===== src/rtl/swarm_pkg.sv =====
// swarm_pkg: shared register-bus types and constants
package swarm_pkg;
   localparam int ID_LAST = 8;
   localparam int ID_W = $clog2(ID_LAST);
   typedef logic [31:0] reg_data_t;
   localparam reg_data_t REG_BUS_ERR_DATA = 32'hDEAD_BEEF;
   localparam int REG_BUS_TIMEOUT = 1024;
   typedef enum logic [2:0] {
      ARB_IDLE      = 3'd0,
      ARB_WRITE     = 3'd1,
      ARB_READ_REQ  = 3'd2,
      ARB_READ_WAIT = 3'd3,
      ARB_RESP      = 3'd4
   } regbus_arb_state_t;
endpackage


===== src/rtl/reg_bus_arbiter_rr_pick.sv =====
// rr_pick: combinational round-robin selector, lowest index at or above ptr wins
module rr_pick #(
   parameter int N  = 2,
   parameter int IW = (N > 1) ? $clog2(N) : 1
) (
   input  logic [N-1:0]  req,
   input  logic [IW-1:0] ptr,
   output logic [N-1:0]  gnt,
   output logic [IW-1:0] idx
);
   logic [IW-1:0] j;
   // scan from the farthest offset down so the nearest requester at/after ptr overwrites
   always_comb begin
      gnt = '0;
      idx = '0;
      j   = '0;
      for (int i = N - 1; i >= 0; i--) begin
         j = IW'((int'(ptr) + i) % N);
         if (req[j]) begin
            gnt    = '0;
            gnt[j] = 1'b1;
            idx    = j;
         end
      end
   end
endmodule


===== src/rtl/reg_bus_arbiter.sv =====
// reg_bus_arbiter: round-robin sharing of the component register bus with read timeout
module reg_bus_arbiter
   import swarm_pkg::*;
#(
   parameter int N_REQ          = 2,
   parameter int TIMEOUT_CYCLES = REG_BUS_TIMEOUT
) (
   input  logic                          clk,
   input  logic                          rst,
   input  logic [N_REQ-1:0]              req_valid,
   input  logic [N_REQ-1:0]              req_write,
   input  logic [N_REQ-1:0][15:0]        req_addr,
   input  logic [N_REQ-1:0][31:0]        req_wdata,
   output logic [N_REQ-1:0]              req_ready,
   output logic [N_REQ-1:0]              resp_valid,
   input  logic [N_REQ-1:0]              resp_ready,
   output logic [31:0]                   resp_data,
   output logic                          resp_err,
   output logic [ID_LAST-1:0]            reg_bus_wvalid,
   output logic [15:0]                   reg_bus_waddr,
   output logic [31:0]                   reg_bus_wdata,
   output logic [ID_LAST-1:0]            reg_bus_arvalid,
   output logic [15:0]                   reg_bus_araddr,
   input  logic [ID_LAST-1:0]            reg_bus_rvalid,
   input  reg_data_t [ID_LAST-1:0]       reg_bus_rdata
);
   localparam int IW = $clog2(N_REQ);
   localparam int CW = (TIMEOUT_CYCLES > 1) ? $clog2(TIMEOUT_CYCLES) : 1;
   localparam logic [2:0] ST_IDLE      = ARB_IDLE;
   localparam logic [2:0] ST_WRITE     = ARB_WRITE;
   localparam logic [2:0] ST_READ_REQ  = ARB_READ_REQ;
   localparam logic [2:0] ST_READ_WAIT = ARB_READ_WAIT;
   localparam logic [2:0] ST_RESP      = ARB_RESP;

   logic [2:0]      state;
   logic [IW-1:0]   rr_ptr;
   logic [IW-1:0]   g_q;
   logic [ID_W-1:0] id_q;
   logic [7:0]      off_q;
   logic [31:0]     wdata_q;
   logic [31:0]     data_q;
   logic            err_q;
   logic [CW-1:0]   cnt;
   logic [N_REQ-1:0] gnt;
   logic [IW-1:0]   pick;
   logic [15:0]     pick_addr;
   logic            pick_bad;

   rr_pick #(.N(N_REQ), .IW(IW)) u_pick (
      .req (req_valid),
      .ptr (rr_ptr),
      .gnt (gnt),
      .idx (pick)
   );

   // address of the candidate winner and whether its component ID exists
   always_comb begin
      pick_addr = req_addr[pick];
      pick_bad  = int'(pick_addr[15:8]) >= ID_LAST;
   end

   // transaction FSM: grant, strobe, wait for read data or timeout, hold response
   always_ff @(posedge clk or posedge rst) begin
      if (rst) begin
         state   <= ST_IDLE;
         rr_ptr  <= '0;
         g_q     <= '0;
         id_q    <= '0;
         off_q   <= '0;
         wdata_q <= '0;
         data_q  <= '0;
         err_q   <= 1'b0;
         cnt     <= '0;
      end else begin
         case (state)
            ST_IDLE: if (|req_valid) begin
               g_q     <= pick;
               id_q    <= pick_addr[8 +: ID_W];
               off_q   <= pick_addr[7:0];
               wdata_q <= req_wdata[pick];
               err_q   <= pick_bad;
               data_q  <= pick_bad ? REG_BUS_ERR_DATA : 32'h0;
               state   <= pick_bad ? ST_RESP : (req_write[pick] ? ST_WRITE : ST_READ_REQ);
            end
            ST_WRITE: state <= ST_RESP;
            ST_READ_REQ: begin
               cnt   <= '0;
               state <= ST_READ_WAIT;
            end
            ST_READ_WAIT: if (reg_bus_rvalid[id_q]) begin
               data_q <= reg_bus_rdata[id_q];
               err_q  <= 1'b0;
               state  <= ST_RESP;
            end else if (int'(cnt) == TIMEOUT_CYCLES - 1) begin
               data_q <= REG_BUS_ERR_DATA;
               err_q  <= 1'b1;
               state  <= ST_RESP;
            end else begin
               cnt <= cnt + 1'b1;
            end
            ST_RESP: if (resp_ready[g_q]) begin
               state  <= ST_IDLE;
               rr_ptr <= (int'(g_q) == N_REQ - 1) ? '0 : g_q + 1'b1;
            end
            default: state <= ST_IDLE;
         endcase
      end
   end

   // strobes and responses decoded from state and latched request; grant is masked during reset
   always_comb begin
      req_ready       = (state == ST_IDLE && !rst) ? gnt : '0;
      resp_valid      = (state == ST_RESP) ? (N_REQ'(1) << g_q) : '0;
      resp_data       = (state == ST_RESP) ? data_q : '0;
      resp_err        = (state == ST_RESP) && err_q;
      reg_bus_wvalid  = (state == ST_WRITE) ? (ID_LAST'(1) << id_q) : '0;
      reg_bus_arvalid = (state == ST_READ_REQ) ? (ID_LAST'(1) << id_q) : '0;
      reg_bus_waddr   = {8'b0, off_q};
      reg_bus_araddr  = {8'b0, off_q};
      reg_bus_wdata   = wdata_q;
   end
endmodule

===== config.mk =====
export PLATFORM = sky130hd
export DESIGN_NAME = reg_bus_arbiter
export DESIGN_NICKNAME = d
export VERILOG_FILES = /design/src/rtl/swarm_pkg.sv /design/src/rtl/reg_bus_arbiter_rr_pick.sv /design/src/rtl/reg_bus_arbiter.sv
export SDC_FILE = /design/constraint.sdc
export NUM_CORES = 1
export LEC_CHECK = 0
export CORE_AREA = 2 2 188 190
export CTS_CLUSTER_SIZE = 16
export DETAILED_ROUTE_END_ITERATION = 16
export DIE_AREA = 0 0 190 192
export GPL_TIMING_DRIVEN = 0
export HOLD_SLACK_MARGIN = 0.05
export SLEW_MARGIN = 20
export SYNTH_ARGS = -nofsm -noshare
export SYNTH_HDL_FRONTEND = slang
export SYNTH_HIERARCHICAL = 1
export SYNTH_SLANG_ARGS = --single-unit
export TNS_END_PERCENT = 50

===== constraint.sdc =====
create_clock -name clk -period 3.1 [get_ports clk]
set_input_delay 0.93 -clock clk [delete_from_list [all_inputs] [get_ports clk]]
set_output_delay 0.93 -clock clk [all_outputs]
set_load 0.005 [all_outputs]

==> reports/metrics.yaml, run 1 <==
synth_seq_area_share: 0.334
initial_core_util: 0.199
synth_top_area_share: 0.334
r2r_start: "id_q[0]$_DFFE_PP0P_"
grt_first_pass_wirelength_mm: 46.4
slowest_stage: "clkdlybuf4s50_1"
mostFrequentLayoutCells: "clkdlybuf4s50_1, dfrtp_1, nor2_1"
final_area_sq_um: 12700
track_usage: 0.172
syn_inst: 636
status: "finished clean"
path_clk_slew_ns: 0.07
clkLatencyLatePin_ns: 0.35
drt_iter0_markers: 218
fp.coreArea_sq_um: 34300
grt-ovfl-total: 0
power.total_mw: 8.13
drtPass1Iterations: 4
post-dp-hpwl_mm: 27.4
htreeDepth: 3
fin_crit_sh: 0.971
fin_nets: 1503
final_common_cell: "clkdlybuf4s50_1"
cpPeakStageDelay_ns: 0.50
crit_fanout: 2
die_h_microns: 192
totalWireLength_mm: 32.3
cap_violations: 0
arrival_ns: 2.08
required_ns: 2.17
setup_viol: 0
reg2reg_depth: 6
postRouteAntennaNets: 0
die_area_sq_um: 36500
synth_edf_count: 0
finClkSkew_ns: 0.0120
synthFlopType: "dfrtp_1"
clk_path_buf_depth: 2
num_rows: 68
reg2reg_to: "data_q[16]$_DFFE_PP0P_"
postSynthAreaPerCell_sq_um: 10.7
crit_chain: "dlygate4sd2_1 > nor4_4 > and2_1 > clkdlybuf4s50_1"
design.portCount: 485
worst_setup_path_end_kind: "output port"
num_vias: 7108
antenna_found_initial: 6
hold_violations: 0
fin_util: 0.371
synth_top_area_cell: "dfrtp_1"
worst_slew_pin_slew_ns: 0.795
setup_slack_ns: 0.0884
fin_hold_ws_ns: 0.502
r2r_setup_slack_ns: 0.60
rsz0062_at_grt: "yes"
cts_buffers: 9
dp_slack_ns: -0.531
wire_per_inst_microns: 20.2
multi_input_area_sq_um: 4160
worst_setup_path_start_kind: "primary input"
fmax_mhz: 332
vias_per_cell: 4.45
irDropWorstVdd_uv: 223
min_to: "data_q[30]$_DFFE_PP0P_"
drive_gt1_frac: 0.150
hold_depth: 1
worstHoldStart: "data_q[30]$_DFFE_PP0P_"
drc: 0
synth_seq_cells: 91
p_leak_nw: 5.15
die_w_microns: 190
p_per_area_nw_per_um2: 640
cts_tree: "yes"
seqCellArea_sq_um: 2280
slew_violations: 0
yosysWarnings: 6
syn-cell-area_sq_um: 6820
area_delta_synth_final_pct: 86.3
clock_sinks: 91
place_area_sq_um: 12200
synthTopCellsByArea: "dfrtp_1, mux4_2, mux2i_1"
root_buffer: "clkbuf_16"
hold_path.class: "reg -> reg"
yosysUniqueCellTypes: 55
grt_pass1_vias: 7515
slew-limit-headroom: 0.470
period_minus_slack_ns: 3.01
grt_max_degree: 33
dpl.cell_count: 1578
async_reset_ff_frac: 1.00
fillCellCount: 3430
path_class: "in -> out"
final_cells: 1599
io_buffer_count: 468
fin_setup_tns_ns: 0
gp_routability_congestion: 0.846
[worst max-delay path, delay by kind of cell]
| kind | cells | cell delay (ns) |
|---|---|---|
| buffers and inverters | 2 | 0.79 |
| and+or+nand+nor | 2 | 0.36 |
[cell usage after synthesis, drive strengths merged, types with 6 or more instances]
master / instances
mux4: 64
nand3: 10
dfrtp: 91
nand2: 14
nand4: 6
clkbuf: 21
a21oi: 50
nor2: 87
buf: 60
mux2i: 77
inv: 11
nor3: 12
o22ai: 9
o22a: 25
and2: 38
nand2b: 6
[what timing repair did]
item                                    in CTS  in global routing
pin swaps                                    2                  2
hold buffers                                 0                  0
setup buffers                                5                  2
endpoints found under the setup margin      53                 66
resized for setup                           53                 24
cloned                                       0                  0
[routing by layer]
layer / track usage / up-vias / wire length (microns)
met4: 0.0453 / 0 / 506
li1: - / 3336 / -
met1: 0.182 / 3419 / 11700
met2: 0.335 / 329 / 17800
met3: 0.0424 / 24 / 2400
met5: 0 / - / 0
[cells by family after synthesis]
family | Yosys count | share of synthesized area
other | 1 | 0.000550
flip-flops | 91 | 0.334
AO/OA/AOI/OAI | 111 | 0.113
multiplexers | 146 | 0.333
adder cells (fa/ha/maj) | 1 | 0.00183
buffers and inverters | 92 | 0.0734
AND/OR/NAND/NOR | 194 | 0.144
[flip-flops by register name, summed over array words and instances (netlist names)]
register and count:
cnt 10, data_q 32, err_q 1, g_q 1, id_q 3, off_q 8, reg_bus_wdata 32, rr_ptr 1
state 3
[worst max-delay path by stage]
stage	startpoint	to	slack [ns]	depth (start not counted)
3_3_place_gp	state[0]$_DFFE_PP0P_	resp_data[3]	-1.21	5
4_1_cts	state[1]$_DFFE_PP0P_	reg_bus_arvalid[0]	-0.03	6
2_1_floorplan	state[0]$_DFFE_PP0P_	resp_data[10]	0.68	4
5_1_grt	state[1]$_DFFE_PP0P_	reg_bus_arvalid[1]	-0.01	6
3_5_place_dp	id_q[2]$_DFFE_PP0P_	reg_bus_wvalid[4]	-0.53	5
6_report	rst	req_ready[0]	0.09	4
[report_power, final]
part           switching [mW]  total [mW]  internal, mW
Combinational            2.30        5.19          2.88
Sequential              0.224        1.77          1.54
Clock                   0.525        1.18         0.654
[final cells by class]
cell class	count	area share
timing repair buffer	479	0.380
multi-input combinational	468	0.327
sequential	91	0.179
tap	455	0.0448
buffer	74	0.0401
clock buffer	11	0.0191
clock inverter	5	0.00482
inverter	11	0.00354
antenna	5	0.000984
Note: power is estimated with default switching activity, not from simulation.
==> inputs of run 2 (changes only) <==
--- a/config.mk
+++ b/config.mk
@@ -5,6 +5,7 @@
 export SDC_FILE = /design/constraint.sdc
 export NUM_CORES = 1
 export LEC_CHECK = 0
+export CAP_MARGIN = 20
 export CORE_AREA = 2 2 188 190
 export CTS_CLUSTER_SIZE = 16
 export DETAILED_ROUTE_END_ITERATION = 16
==> results of run 2 <==
No change in the layout: final DEF, timing and power equal those of run 1.
==> inputs of run 3 (changes only) <==
--- a/config.mk
+++ b/config.mk
@@ -11,7 +11,7 @@
 export DETAILED_ROUTE_END_ITERATION = 16
 export DIE_AREA = 0 0 190 192
 export GPL_TIMING_DRIVEN = 0
-export HOLD_SLACK_MARGIN = 0.05
+export HOLD_SLACK_MARGIN = 0.03
 export SLEW_MARGIN = 20
 export SYNTH_ARGS = -nofsm -noshare
 export SYNTH_HDL_FRONTEND = slang
==> results of run 3 <==
No change in the layout: final DEF, timing and power equal those of run 1.
